===== src/rtl/sort4_ctrl_pkg.sv =====
`default_nettype none
// ============================================================================
//  Module      : sort4_ctrl_pkg
//  Description : Shared types and constants for the four-element sorter.
//  Revision    : 1.0 - initial release
// ============================================================================
package sort4_ctrl_pkg;

    localparam int W          = 4;   // element width in bits
    localparam int N          = 4;   // element count (fixed)
    localparam int MAX_PASS   = 2;   // last pass index of the bubble sort
    localparam int SWAP_CNT_W = 3;   // holds 0..6 swaps

    typedef enum logic [1:0] {
        IDLE = 2'd0,
        CMP  = 2'd1,
        DONE = 2'd2
    } state_t;

endpackage : sort4_ctrl_pkg
`default_nettype wire


===== src/rtl/sort4_ctrl_cmp.sv =====
`default_nettype none
// ============================================================================
//  Module      : sort4_ctrl_cmp
//  Description : Unsigned magnitude comparator producing eq / lt / gt flags.
//  Revision    : 1.0 - initial release
// ============================================================================
module sort4_ctrl_cmp #(
    parameter int W = 4
) (
    input  logic [W-1:0] i_a,
    input  logic [W-1:0] i_b,
    output logic         ceq,
    output logic         clt,
    output logic         cgt
);

    // Exactly one of the three flags is high for any operand pair.
    always_comb begin
        ceq = (i_a == i_b);
        clt = (i_a <  i_b);
        cgt = (i_a >  i_b);
    end

endmodule : sort4_ctrl_cmp
`default_nettype wire


===== src/rtl/sort4_ctrl.sv =====
`default_nettype none
// ============================================================================
//  Module      : sort4_ctrl
//  Description : Sequential bubble sort of four W-bit elements, one compare
//                per cycle through a single shared comparator, with early
//                exit when a pass makes no swap.
//  Revision    : 1.0 - initial release
// ============================================================================
module sort4_ctrl #(
    parameter int W = 4
) (
    input  logic                                  clk,
    input  logic                                  rst,
    input  logic                                  start,
    input  logic                                  dir,
    input  logic [4*W-1:0]                        din,
    output logic                                  busy,
    output logic                                  done,
    output logic [4*W-1:0]                        dout,
    output logic [sort4_ctrl_pkg::SWAP_CNT_W-1:0] swap_count
);

    import sort4_ctrl_pkg::*;

    localparam logic [1:0] LAST_PASS = 2'(MAX_PASS);

    state_t                  r_state;
    logic [W-1:0]            r_d [N];
    logic                    r_dir;
    logic [1:0]              r_pass;
    logic [1:0]              r_idx;
    logic                    r_flag;
    logic [SWAP_CNT_W-1:0]   r_swaps;

    logic [1:0]              w_idx_p1;
    logic [W-1:0]            w_a;
    logic [W-1:0]            w_b;
    logic                    w_ceq;
    logic                    w_clt;
    logic                    w_cgt;
    logic                    w_swap;
    logic                    w_last;
    logic                    w_flag_nxt;
    logic                    w_finish;
    logic [SWAP_CNT_W-1:0]   w_cnt_nxt;
    logic [W-1:0]            w_d_nxt [N];
    logic [4*W-1:0]          w_pack;

    // Select the adjacent pair addressed by idx for the shared comparator.
    always_comb begin
        w_idx_p1 = r_idx + 2'd1;
        w_a      = r_d[r_idx];
        w_b      = r_d[w_idx_p1];
    end

    sort4_ctrl_cmp #(
        .W   (W)
    ) u_cmp (
        .i_a (w_a),
        .i_b (w_b),
        .ceq (w_ceq),
        .clt (w_clt),
        .cgt (w_cgt)
    );

    // Swap decision, post-compare element array and pass/exit bookkeeping.
    always_comb begin
        w_swap     = ~w_ceq & (r_dir ? w_clt : w_cgt);
        w_flag_nxt = r_flag | w_swap;
        w_cnt_nxt  = r_swaps + SWAP_CNT_W'(w_swap);
        w_last     = (r_idx == (LAST_PASS - r_pass));
        w_finish   = w_last & ((r_pass == LAST_PASS) | ~w_flag_nxt);
        for (int i = 0; i < N; i++) begin
            w_d_nxt[i] = r_d[i];
        end
        if (w_swap) begin
            w_d_nxt[r_idx]    = w_b;
            w_d_nxt[w_idx_p1] = w_a;
        end
        w_pack = '0;
        for (int i = 0; i < N; i++) begin
            w_pack[i*W +: W] = w_d_nxt[i];
        end
    end

    // Control FSM with registered busy/done and result outputs.
    always_ff @(posedge clk) begin
        if (rst) begin
            r_state    <= IDLE;
            for (int i = 0; i < N; i++) begin
                r_d[i] <= '0;
            end
            r_dir      <= 1'b0;
            r_pass     <= 2'd0;
            r_idx      <= 2'd0;
            r_flag     <= 1'b0;
            r_swaps    <= '0;
            busy       <= 1'b0;
            done       <= 1'b0;
            dout       <= '0;
            swap_count <= '0;
        end else begin
            case (r_state)
                IDLE: begin
                    done <= 1'b0;
                    if (start) begin
                        for (int i = 0; i < N; i++) begin
                            r_d[i] <= din[i*W +: W];
                        end
                        r_dir   <= dir;
                        r_pass  <= 2'd0;
                        r_idx   <= 2'd0;
                        r_flag  <= 1'b0;
                        r_swaps <= '0;
                        busy    <= 1'b1;
                        r_state <= CMP;
                    end
                end
                CMP: begin
                    r_d     <= w_d_nxt;
                    r_swaps <= w_cnt_nxt;
                    if (w_finish) begin
                        dout       <= w_pack;
                        swap_count <= w_cnt_nxt;
                        busy       <= 1'b0;
                        done       <= 1'b1;
                        r_state    <= DONE;
                    end else if (w_last) begin
                        r_pass <= r_pass + 2'd1;
                        r_idx  <= 2'd0;
                        r_flag <= 1'b0;
                    end else begin
                        r_idx  <= w_idx_p1;
                        r_flag <= w_flag_nxt;
                    end
                end
                DONE: begin
                    done    <= 1'b0;
                    r_state <= IDLE;
                end
                default: begin
                    busy    <= 1'b0;
                    done    <= 1'b0;
                    r_state <= IDLE;
                end
            endcase
        end
    end

endmodule : sort4_ctrl
`default_nettype wire


===== config.mk =====
export PLATFORM = sky130hd
export DESIGN_NAME = sort4_ctrl
export DESIGN_NICKNAME = d
export VERILOG_FILES = /design/src/rtl/sort4_ctrl_pkg.sv /design/src/rtl/sort4_ctrl_cmp.sv /design/src/rtl/sort4_ctrl.sv
export SDC_FILE = /design/constraint.sdc
export NUM_CORES = 1
export LEC_CHECK = 0
export BUFFER_PORTS_ARGS = -buffer_cell sky130_fd_sc_hd__buf_2
export CAP_MARGIN = 25
export CORE_MARGIN = 5
export CORE_UTILIZATION = 50
export CTS_CLUSTER_DIAMETER = 30
export DETAILED_ROUTE_END_ITERATION = 7
export PLACE_DENSITY = 0.69
export SYNTH_ARGS = -nofsm -noshare
export SYNTH_HDL_FRONTEND = slang
export SYNTH_HIERARCHICAL = 1
export SYNTH_SLANG_ARGS = --single-unit

===== constraint.sdc =====
create_clock -name clk -period 10.4 [get_ports clk]
set_input_delay 1.56 -clock clk [delete_from_list [all_inputs] [get_ports clk]]
set_output_delay 1.56 -clock clk [all_outputs]
set_load 0.005 [all_outputs]

==> results.yml <==
synth:
  synth_area_leaders: "dfxtp_1 32%, ha_1 6.3%, nor2_1 6.3%"
  yosysTopAreaCell: "dfxtp_1"
  netlist_area_um2: 3000
  async_flop_share_pct: 0
  ys_warn_count: 6
  synth_nets: 380
  synth_cells: 345
  ys_seq_area_share_pct: 32.1
  synth_enable_flop_cells: 0
  synth_most_common_cell: "nor2_1"
  synth_commonest_cells: "50 x nor2_1, 48 x dfxtp_1, 32 x nand2_1"
  netlist.area_leader.share_pct: 32.1
  synth_flop_cell: "dfxtp_1"
  synth_cell_types: 48
  avgSynthCellArea_um2: 8.69
  synth_seq_cells: 48
global_routing:
  grt_max_degree: 47
  track_usage_pct: 21.4
  grt_pass1_vias: 2557
  grt-ovfl-total: 0
  antenna_found_initial: 0
  grt_first_pass_wirelength_mm: 12.8
worst_setup_path:
  cp.arrival_ns: 4.99
  cp.required_ns: 10.56
  crit_buf_inv: 3
  cpMaxStageDelayCell: "dfxtp_1"
  path_cells: "inv_1 > ha_1 > mux4_2 > inv_1 > ha_1 > nand2_1 > nor2_1 > a21oi_2 > mux2i_4 > o21bai_4 > a211oi_4 > buf_4 > mux2i_1 > nor2_1"
  slowest_delay_ns: 0.82
  crit_family: "multiplexers"
  critPathCaptureType: "flip-flop"
  r2r_slack_ns: 5.57
  cp_max_fo: 15
  worstSetupPathType: "flip-flop to flip-flop"
  startpoint_type: "flip-flop"
drt:
  vias: 2610
  post_drt_via_cell_ratio: 5.83
  routedWlPerCell_um: 17.1
  drtIter0Drc: 225
  routed_wl_mm: 7.68
  first_pass_iters: 4
  ant_nets: 0
  drcViolationCount: 0
sta:
  slew_viol_final: 0
  worst_slew_pin_slew_ns: 0.881
  hold_viol: 0
  hold_slack_ns: 0.491
  setup_tns_ns: 0
  rsz0062_at_grt: "false"
  maxSlewHeadroom_pct: 41.3
  fin_crit_sh_pct: 46.4
  fmax_mhz: 207
  fin_crit_ns: 4.83
  setup_viol: 0
  skew_ns: 0.0102
floorplan:
  core_um2: 5890
  die_area_um2: 7640
  die_w_um: 87.4
  die_y_um: 87.4
  rows: 28
  pin_count: 41
  initial_utilization_pct: 50.9
worst_hold_path:
  hold_class: "flip-flop to flip-flop"
power_and_ir_drop:
  cellPowerDensity_nw_per_um2: 202
  power.switching_mw: 0.265
  p_clk_share_pct: 24.6
  leakagePower_nw: 1.30
  p_comb_share_pct: 42.3
  p_sw_share_pct: 39.4
  peakVddDrop_v: 0.000109
  p_int_mw: 0.408
  seqPwrFrac_pct: 33.1
clock_tree:
  post_cts_resized: 0
  cts_tree: "done"
  cts_root_buf: "clkbuf_8"
  htreeDepth: 2
  path_clk_slew_ns: 0.10
  numCtsBuffers: 5
  cts.sinks: 48
  post_cts.repair.setup_buffers: 0
  clk_path_buf_depth: 2
  postCtsHoldBufs: 0
  clk_latency_ns: 0.31
cells_and_area:
  fill_cells: 561
  drive_gt1_share_pct: 20.9
  finalNetCount: 407
  n_antenna_cell: 0
  syn2layout_area_growth_pct: 11.1
place:
  dpl.hpwl_mm: 5.64
  routabilityCongestion: 0.939
  portBuffers: 40
run_status:
  status: "finished clean"
job:
  maxCapViolCount: 0
worst register-to-register path, delay by kind of cell (launching register included):
| kind | cells | cell delay, ns |
|---|---|---|
| compound gates | 3 | 0.93 |
| fa+ha+maj | 2 | 0.63 |
| buf+inv | 3 | 0.67 |
| flops | 1 | 0.82 |
| mux | 3 | 1.06 |
| simple gates | 3 | 0.60 |
placed cells by master (no fill, tap or decap), drive strengths merged, types with 9 or more instances in the layout:
master and instances:
mux2i 18, dfxtp 48, a21oi 32, buf 43, nor2 50, ha 15
a211oi 17, inv 16, nor2b 9, nand2 33, o21ai 14
kinds of logic (layout without fill, tap and decap cells):
family	Yosys count	count (layout)	share of synthesized area, %
AND/OR/NAND/NOR	114	114	16.9
AO/OA/AOI/OAI	101	101	25.2
multiplexers	26	26	12.4
buffers and inverters	38	66	5.97
adder cells (fa/ha/maj)	15	15	6.26
XOR/XNOR	3	3	1.13
flip-flops	48	48	32.1
stage by stage:
stage                     utilization [%]  instance area, um^2  instances  worst slack, ns  total power, mW
after floorplan                         -                 3000        345             6.54            0.455
after global placement               54.2                 3190        440             5.76            0.503
after detailed placement             54.2                 3190        440             5.56            0.509
after CTS                            56.6                 3330        448             5.55            0.674
after global routing                 56.6                 3330        448             5.12            0.713
final                                56.6                 3330        448             5.57            0.673
sequential cells by signal (all words and copies together) (netlist names):
signal / cells
r_flag: 1
r_pass: 2
r_swaps: 3
busy: 1
done: 1
swap_count: 3
r_state: 2
r_idx: 2
dout: 16
r_dir: 1
r_d: 16
metal layers:
metal  global-route usage (%)  vias to the layer above  wire length (um)
met1                     28.3                     1221              3490
li1                         -                     1294                 -
met3                     3.50                       18               457
met5                        0                        -                 0
met2                     34.9                       77              3500
met4                     7.95                        0               227
final timing paths:
path	startpoint	to	cells after the start
worst min-delay path	done	done	2
worst min register to register	done	done	2
worst max-delay path	r_idx[0]	dout[15]	14
worst max register to register	r_idx[0]	dout[15]	14
power groups by stage:
| stage | Clock, mW | Combinational (mW) | Sequential (mW) |
|---|---|---|---|
| 4_1_cts | 0.169 | 0.283 | 0.222 |
| 5_1_grt | 0.174 | 0.314 | 0.226 |
| 2_1_floorplan | 0 | 0.237 | 0.218 |
| 3_5_place_dp | 0 | 0.282 | 0.227 |
| 3_3_place_gp | 0 | 0.277 | 0.226 |
| 6_report | 0.166 | 0.284 | 0.223 |
cell type report:
class                      count  area [um^2]  share of cell area, %
tap                           75         93.8                   2.82
clock inverter                 3         68.8                   2.07
timing repair buffer          43          223                   6.69
clock buffer                   5         68.8                   2.07
inverter                      15         56.3                   1.69
sequential                    48          961                   28.9
multi-input combinational    259         1860                   55.8
Power figures use the tool's default switching activity.
